--- src/rtl/tcp_tx_csum_cmd_gen.sv ---
// tcp_tx_csum_cmd_gen: parses Ethernet/IPv4/TCP headers on a 64-bit stream and issues one checksum command per frame.
// Optional TCP_CSUM_ZERO_FIELD_EN forces the TCP checksum field to zero in the forwarded data.
module tcp_tx_csum_cmd_gen #(
    parameter int DATA_WIDTH = 64,
    parameter int KEEP_WIDTH = DATA_WIDTH / 8
) (
    input  logic                  clk,
    input  logic                  rst,
    input  logic [DATA_WIDTH-1:0] s_axis_tdata,
    input  logic [KEEP_WIDTH-1:0] s_axis_tkeep,
    input  logic                  s_axis_tvalid,
    output logic                  s_axis_tready,
    input  logic                  s_axis_tlast,
    output logic [DATA_WIDTH-1:0] m_axis_tdata,
    output logic [KEEP_WIDTH-1:0] m_axis_tkeep,
    output logic                  m_axis_tvalid,
    input  logic                  m_axis_tready,
    output logic                  m_axis_tlast,
    output logic                  m_axis_cmd_csum_enable,
    output logic [7:0]            m_axis_cmd_csum_start,
    output logic [7:0]            m_axis_cmd_csum_offset,
    output logic [15:0]           m_axis_cmd_csum_init,
    output logic                  m_axis_cmd_valid,
    input  logic                  m_axis_cmd_ready
);
    typedef enum logic {HDR, BODY} state_e;
    state_e                state_q, state_d;
    logic [3:0]            cnt_q, cnt_d;
    logic [15:0]           eth_q, eth_d, tlen_q, tlen_d, dsth_q, dsth_d, dstl;
    logic [7:0]            vihl_q, vihl_d, proto_q, proto_d;
    logic [31:0]           src_q, src_d;
    logic [3:0]            ihl;
    logic [7:0]            hlen, start, off;
    logic [15:0]           tcp_len, init;
    logic [18:0]           sum;
    logic [16:0]           fold;
    logic                  en, issue, cmd_block, s_fire;
    logic                  cmd_valid_q, cmd_en_q;
    logic [7:0]            cmd_start_q, cmd_off_q;
    logic [15:0]           cmd_init_q;
    logic                  m_tvalid_q, m_tlast_q;
    logic [DATA_WIDTH-1:0] m_tdata_q, out_data;
    logic [KEEP_WIDTH-1:0] m_tkeep_q;

    assign issue         = s_axis_tvalid && state_q == HDR && (cnt_q == 4'd4 || s_axis_tlast);
    assign cmd_block     = issue && cmd_valid_q && !m_axis_cmd_ready;
    assign s_axis_tready = (m_axis_tready || !m_tvalid_q) && !cmd_block;
    assign s_fire        = s_axis_tvalid && s_axis_tready;

    always_comb begin
        state_d = state_q;
        cnt_d   = cnt_q;
        if (s_fire) begin
            if (s_axis_tlast) begin
                state_d = HDR;
                cnt_d   = '0;
            end else begin
                cnt_d = (cnt_q == 4'd15) ? cnt_q : cnt_q + 4'd1;
                if (state_q == HDR && cnt_q == 4'd4) state_d = BODY;
            end
        end
    end

    // Current beat merged over captured fields, so beat 4 can issue without waiting a cycle
    always_comb begin
        eth_d   = (cnt_q == 4'd1) ? {s_axis_tdata[39:32], s_axis_tdata[47:40]} : eth_q;
        vihl_d  = (cnt_q == 4'd1) ? s_axis_tdata[55:48] : vihl_q;
        tlen_d  = (cnt_q == 4'd2) ? {s_axis_tdata[7:0], s_axis_tdata[15:8]} : tlen_q;
        proto_d = (cnt_q == 4'd2) ? s_axis_tdata[63:56] : proto_q;
        src_d   = (cnt_q == 4'd3) ? {s_axis_tdata[23:16], s_axis_tdata[31:24], s_axis_tdata[39:32], s_axis_tdata[47:40]} : src_q;
        dsth_d  = (cnt_q == 4'd3) ? {s_axis_tdata[55:48], s_axis_tdata[63:56]} : dsth_q;
        dstl    = {s_axis_tdata[7:0], s_axis_tdata[15:8]};
        ihl     = vihl_d[3:0];
        hlen    = {2'b00, ihl, 2'b00};
        start   = 8'd14 + hlen;
        off     = start + 8'd16;
        tcp_len = tlen_d - {8'b0, hlen};
        sum     = 19'(src_d[31:16]) + 19'(src_d[15:0]) + 19'(dsth_d) + 19'(dstl) + 19'd6 + 19'(tcp_len);
        fold    = 17'(sum[15:0]) + 17'(sum[18:16]);
        init    = fold[15:0] + 16'(fold[16]);
        en      = state_q == HDR && cnt_q == 4'd4 && !s_axis_tlast && eth_d == 16'h0800 &&
                  vihl_d[7:4] == 4'd4 && ihl >= 4'd5 && proto_d == 8'd6 &&
                  tlen_d >= 16'(hlen) + 16'd20;
    end

    always_ff @(posedge clk or posedge rst) begin
        if (rst) begin
            state_q <= HDR;
            cnt_q   <= '0;
            eth_q   <= '0;
            vihl_q  <= '0;
            tlen_q  <= '0;
            proto_q <= '0;
            src_q   <= '0;
            dsth_q  <= '0;
        end else begin
            state_q <= state_d;
            cnt_q   <= cnt_d;
            if (s_fire) begin
                eth_q   <= eth_d;
                vihl_q  <= vihl_d;
                tlen_q  <= tlen_d;
                proto_q <= proto_d;
                src_q   <= src_d;
                dsth_q  <= dsth_d;
            end
        end
    end

    always_ff @(posedge clk or posedge rst) begin
        if (rst) begin
            cmd_valid_q <= 1'b0;
            cmd_en_q    <= 1'b0;
            cmd_start_q <= '0;
            cmd_off_q   <= '0;
            cmd_init_q  <= '0;
        end else if (s_fire && issue) begin
            cmd_valid_q <= 1'b1;
            cmd_en_q    <= en;
            cmd_start_q <= en ? start : 8'd0;
            cmd_off_q   <= en ? off : 8'd0;
            cmd_init_q  <= en ? init : 16'd0;
        end else if (m_axis_cmd_ready) begin
            cmd_valid_q <= 1'b0;
        end
    end

`ifdef TCP_CSUM_ZERO_FIELD_EN
    logic       fz_en_q;
    logic [6:0] fz_off_q;
    // The field offset is always even, so both bytes share one beat
    always_comb begin
        out_data = (fz_en_q && state_q == BODY && {1'b0, cnt_q} == fz_off_q[6:2]) ?
                   (s_axis_tdata & ~(DATA_WIDTH'(16'hFFFF) << {fz_off_q[1:0], 4'b0000})) : s_axis_tdata;
    end

    always_ff @(posedge clk or posedge rst) begin
        if (rst) begin
            fz_en_q  <= 1'b0;
            fz_off_q <= '0;
        end else if (s_fire && issue) begin
            fz_en_q  <= en;
            fz_off_q <= off[7:1];
        end
    end
`else
    assign out_data = s_axis_tdata;
`endif

    always_ff @(posedge clk or posedge rst) begin
        if (rst) begin
            m_tvalid_q <= 1'b0;
            m_tdata_q  <= '0;
            m_tkeep_q  <= '0;
            m_tlast_q  <= 1'b0;
        end else begin
            if (m_axis_tready || !m_tvalid_q) m_tvalid_q <= s_fire;
            if (s_fire) begin
                m_tdata_q <= out_data;
                m_tkeep_q <= s_axis_tkeep;
                m_tlast_q <= s_axis_tlast;
            end
        end
    end

    assign m_axis_tdata           = m_tdata_q;
    assign m_axis_tkeep           = m_tkeep_q;
    assign m_axis_tvalid          = m_tvalid_q;
    assign m_axis_tlast           = m_tlast_q;
    assign m_axis_cmd_valid       = cmd_valid_q;
    assign m_axis_cmd_csum_enable = cmd_en_q;
    assign m_axis_cmd_csum_start  = cmd_start_q;
    assign m_axis_cmd_csum_offset = cmd_off_q;
    assign m_axis_cmd_csum_init   = cmd_init_q;
endmodule

--- config.mk ---
export PLATFORM = sky130hd
export DESIGN_NAME = tcp_tx_csum_cmd_gen
export DESIGN_NICKNAME = d
export VERILOG_FILES = /design/src/rtl/tcp_tx_csum_cmd_gen.sv
export SDC_FILE = /design/constraint.sdc
export NUM_CORES = 1
export LEC_CHECK = 0
export CORE_ASPECT_RATIO = 0.5
export CORE_MARGIN = 1.5
export CORE_UTILIZATION = 40
export CTS_BUF_LIST = sky130_fd_sc_hd__clkbuf_4
export CTS_CLUSTER_DIAMETER = 120
export DETAILED_ROUTE_END_ITERATION = 8
export GPL_TIMING_DRIVEN = 0
export SYNTH_ARGS = -nofsm -noshare
export SYNTH_HDL_FRONTEND = slang
export SYNTH_SLANG_ARGS = --single-unit
--- constraint.sdc ---
create_clock -name clk -period 11.4 [get_ports clk]
set_clock_uncertainty 0.2 [all_clocks]
set_input_delay 2.28 -clock clk [delete_from_list [all_inputs] [get_ports clk]]
set_output_delay 2.28 -clock clk [all_outputs]
set_load 0.02 [all_outputs]
==> metrics.md <==
| Metric | Value |
|---|---|
| Placed insts | `1790` |
| GRT Total Usage | `22.5%` |
| Wire length per cell | `18.6 µm` |
| Fin. Hold Viols | `0` |
| Yosys cell types | `73` |
| Antenna violations before repair | `2` |
| Slew Limit Fails | `0` |
| Initial Utilization | `40.5%` |
| Setup repair after global routing missed its margin | `false` |
| Reg area | `5050 µm²` |
| # hold bufs at CTS | `0` |
| Asr flop ratio synth | `100%` |
| Vias per inst | `5.04` |
| CP startpoint kind | `primary input` |
| Final ANT Viol Nets | `0` |
| CP dominant cell by count | `ha_1` |
| Max_slew headroom | `38.8%` |
| Clock Sinks | `202` |
| Max-cap violations | `0` |
| Hpwl dp | `27.4 mm` |
| Design Area, Final | `15500 µm²` |
| Outcome | `finished clean` |
| Port Buffers | `183` |
| Final period util | `94.7%` |
| Pin slew with the least headroom to its limit | `904 ps` |
| DRC | `0` |
| Clk slew on worst S/H paths | `60 ps` |
| Crit. End Element | `flop` |
| #FFs+latches synth | `202` |
| CTS Buf Count | `49` |
| Placed Instance Area | `14600 µm²` |
| Seq/Total Area, Yosys | `41.3%` |
| Critical path class | `primary input to flop` |
| Via count | `9501` |
| Core Box Area | `30200 µm²` |
| Largest net degree at the start of global routing | `130` |
| YS warnings | `0` |
| CTS tree | `done` |
| Vias in the first global route | `9753` |
| # fillers | `2764` |
| CTS Buffer Depth | `3` |
| Final cell count without fillers | `1884` |
| Total gr overflow | `0` |
| Synth-to-layout area growth | `26.3%` |
| Share of layout cells above drive strength 1 | `18.5%` |
| Root Buffer | `clkbuf_4` |
| Rows | `45` |
| Multi-input gate area | `6690 µm²` |
| Fmax | `0.0926 GHz` |
| Setup violators final | `0` |
| Top cell type's share of synthesized area | `41.3%` |
| R2r setup slk | `750 ps` |
| First-pass GRT wire length | `54.7 mm` |
| Final Wtd Congestion | `0.914` |
| Leading area contributor after synthesis | `dfrtp_1` |
| Hold/Removal Path Class | `flop to flop` |
| Synth Instances | `1205` |
| Average size of a mapped cell | `10.2 µm²` |
| EDFF count, synth | `0` |
| Top_reg_cell synth | `dfrtp_1` |
| Die outline area | `31700 µm²` |
| H-Tree Depth | `2` |
| Number of I/O pins | `187` |
| # nets final | `1632` |
| Die width | `250 µm` |
| Tmin final | `10790 ps` |
| Peak fanout along the critical path | `10` |
| Post-Syn Area | `12200 µm²` |
| Die height | `127 µm` |
| Max incr delay on CP | `570 ps` |
| Drt initial violations | `471` |
| Slowest library cell on the worst path | `clkdlybuf4s50_1` |
| Clk_lat worst skew | `720 ps` |
| WP data arrival | `11230 ps` |
| Top cells by area, synth | `dfrtp_1 (41%), mux2_2 (12%), nand2_1 (8.4%)` |
| Crit path required time | `11840 ps` |
| Final wirelength | `35.1 mm` |
| Drt pass-1 iters | `5` |
logic make-up (layout without fill, tap and decap cells):
group	count (synthesis)	in the layout	share of synthesized area, %
other cells	1	5	0.0306
simple gates	399	399	14.7
xor+xnor	53	53	4.07
buf+inv	159	435	5.28
fa+ha+maj	104	104	13.7
mux	148	148	13.4
compound gates	139	139	7.54
flops	202	202	41.3
through the flow:
stage	TNS, ps	util (%)	hold slack [ps]	setup slack, ps
2_1_floorplan	0	-	242	564
3_3_place_gp	-16240	48.2	259	-1620
3_5_place_dp	-18010	48.3	262	-1720
4_1_cts	0	50.6	277	0.916
5_1_grt	0	51.2	306	23.4
6_report	0	51.2	275	606
layer usage:
layer	GRT usage (%)	up-vias	wire length, µm
met5	0	-	0
met4	5.95	0	641
met3	4.99	49	2040
met2	34.0	228	15200
met1	32.7	4689	17300
li1	-	4535	-
cells in the mapped netlist (4+ instances only):
master,count
nand2_1,274
dfrtp_1,202
mux2_2,128
inv_1,106
ha_1,54
fa_1,50
o21ai_0,49
clkbuf_1,37
xnor2_1,34
nor2_1,27
a21oi_1,23
mux2i_1,20
nand3_1,16
xor2_1,16
nor3_1,15
a21o_1,11
buf_4,10
nor4_1,8
a31oi_1,7
nor2b_1,7
a22o_1,6
nor3b_1,6
o21ai_1,6
nand4_1,5
and2_1,4
and3_1,4
buf_2,4
nand2b_1,4
nand4b_1,4
nor4b_1,4
repair_timing:
item / 4_1_cts / 5_1_grt
buffers inserted: 3 / 6
endpoints found under the setup margin: 12 / 10
gates resized for setup: 11 / 28
pin swaps: 2 / 4
layout by cell type (no fill, tap or decap), drive strengths merged, types with 7 or more instances in the layout:
master / count
a21o: 12
nor2: 27
clkdlybuf4s50: 177
nor2b: 7
nand2: 274
o21ai: 55
nor3: 15
a21oi: 24
xnor2: 37
clkbuf: 112
dfrtp: 202
inv: 108
nand3: 17
nor4: 8
a31oi: 7
ha: 54
buf: 25
fa: 50
xor2: 16
mux2i: 20
mux2: 128
sequential cells by signal, indices dropped and copies added, names as in the netlist:
name and cells:
cnt_q 4, dsth_q 16, eth_q 16, m_axis_cmd_csum_init 16
m_axis_cmd_csum_offset 7, m_axis_cmd_csum_start 3, m_axis_cmd_valid 1, m_axis_tdata 64
m_axis_tkeep 8, m_axis_tlast 1, m_axis_tvalid 1, proto_q 8
src_q 32, state_q 1, tlen_q 16, vihl_q 8
area by class of cell:
| cell class | count | area share (%) |
|---|---|---|
| multi-input cells | 846 | 43.3 |
| flip-flops and latches | 202 | 32.7 |
| repair buffers | 193 | 12.5 |
| clock buffers | 74 | 3.59 |
| well taps | 399 | 3.23 |
| inverters | 106 | 2.62 |
| plain buffers | 52 | 1.60 |
| clock inverters | 10 | 0.477 |
| diodes | 2 | 0.0324 |
path summary, 6_finish.rpt:
kind                                               from                              endpoint  cells after the start
max                                    s_axis_tdata[51]  m_axis_cmd_csum_init[15]$_DFFE_PP0P_                     43
min                        m_axis_tdata[17]$_DFFE_PP0P_          m_axis_tdata[17]$_DFFE_PP0P_                      2
max reg2reg                        cnt_q[0]$_DFFE_PP0P_  m_axis_cmd_csum_init[15]$_DFFE_PP0P_                     50
min reg2reg                m_axis_tdata[17]$_DFFE_PP0P_          m_axis_tdata[17]$_DFFE_PP0P_                      2
max in group asynchronous                           rst                dsth_q[10]$_DFFE_PP0P_                      3
min in group asynchronous                           rst          m_axis_tdata[48]$_DFFE_PP0P_                      2
critical path: cells and delay by family:
| family | cells | cell delay, ps |
|---|---|---|
| AO/OA/AOI/OAI | 10 | 1750 |
| XOR/XNOR | 2 | 270 |
| adder cells (fa/ha/maj) | 8 | 2740 |
| buffers and inverters | 5 | 910 |
| multiplexers | 1 | 380 |
| AND/OR/NAND/NOR | 17 | 2880 |
Power is left out: the tool's default activity adds up to more than one toggle a clock period on the data nets, which glitch-free logic cannot reach.
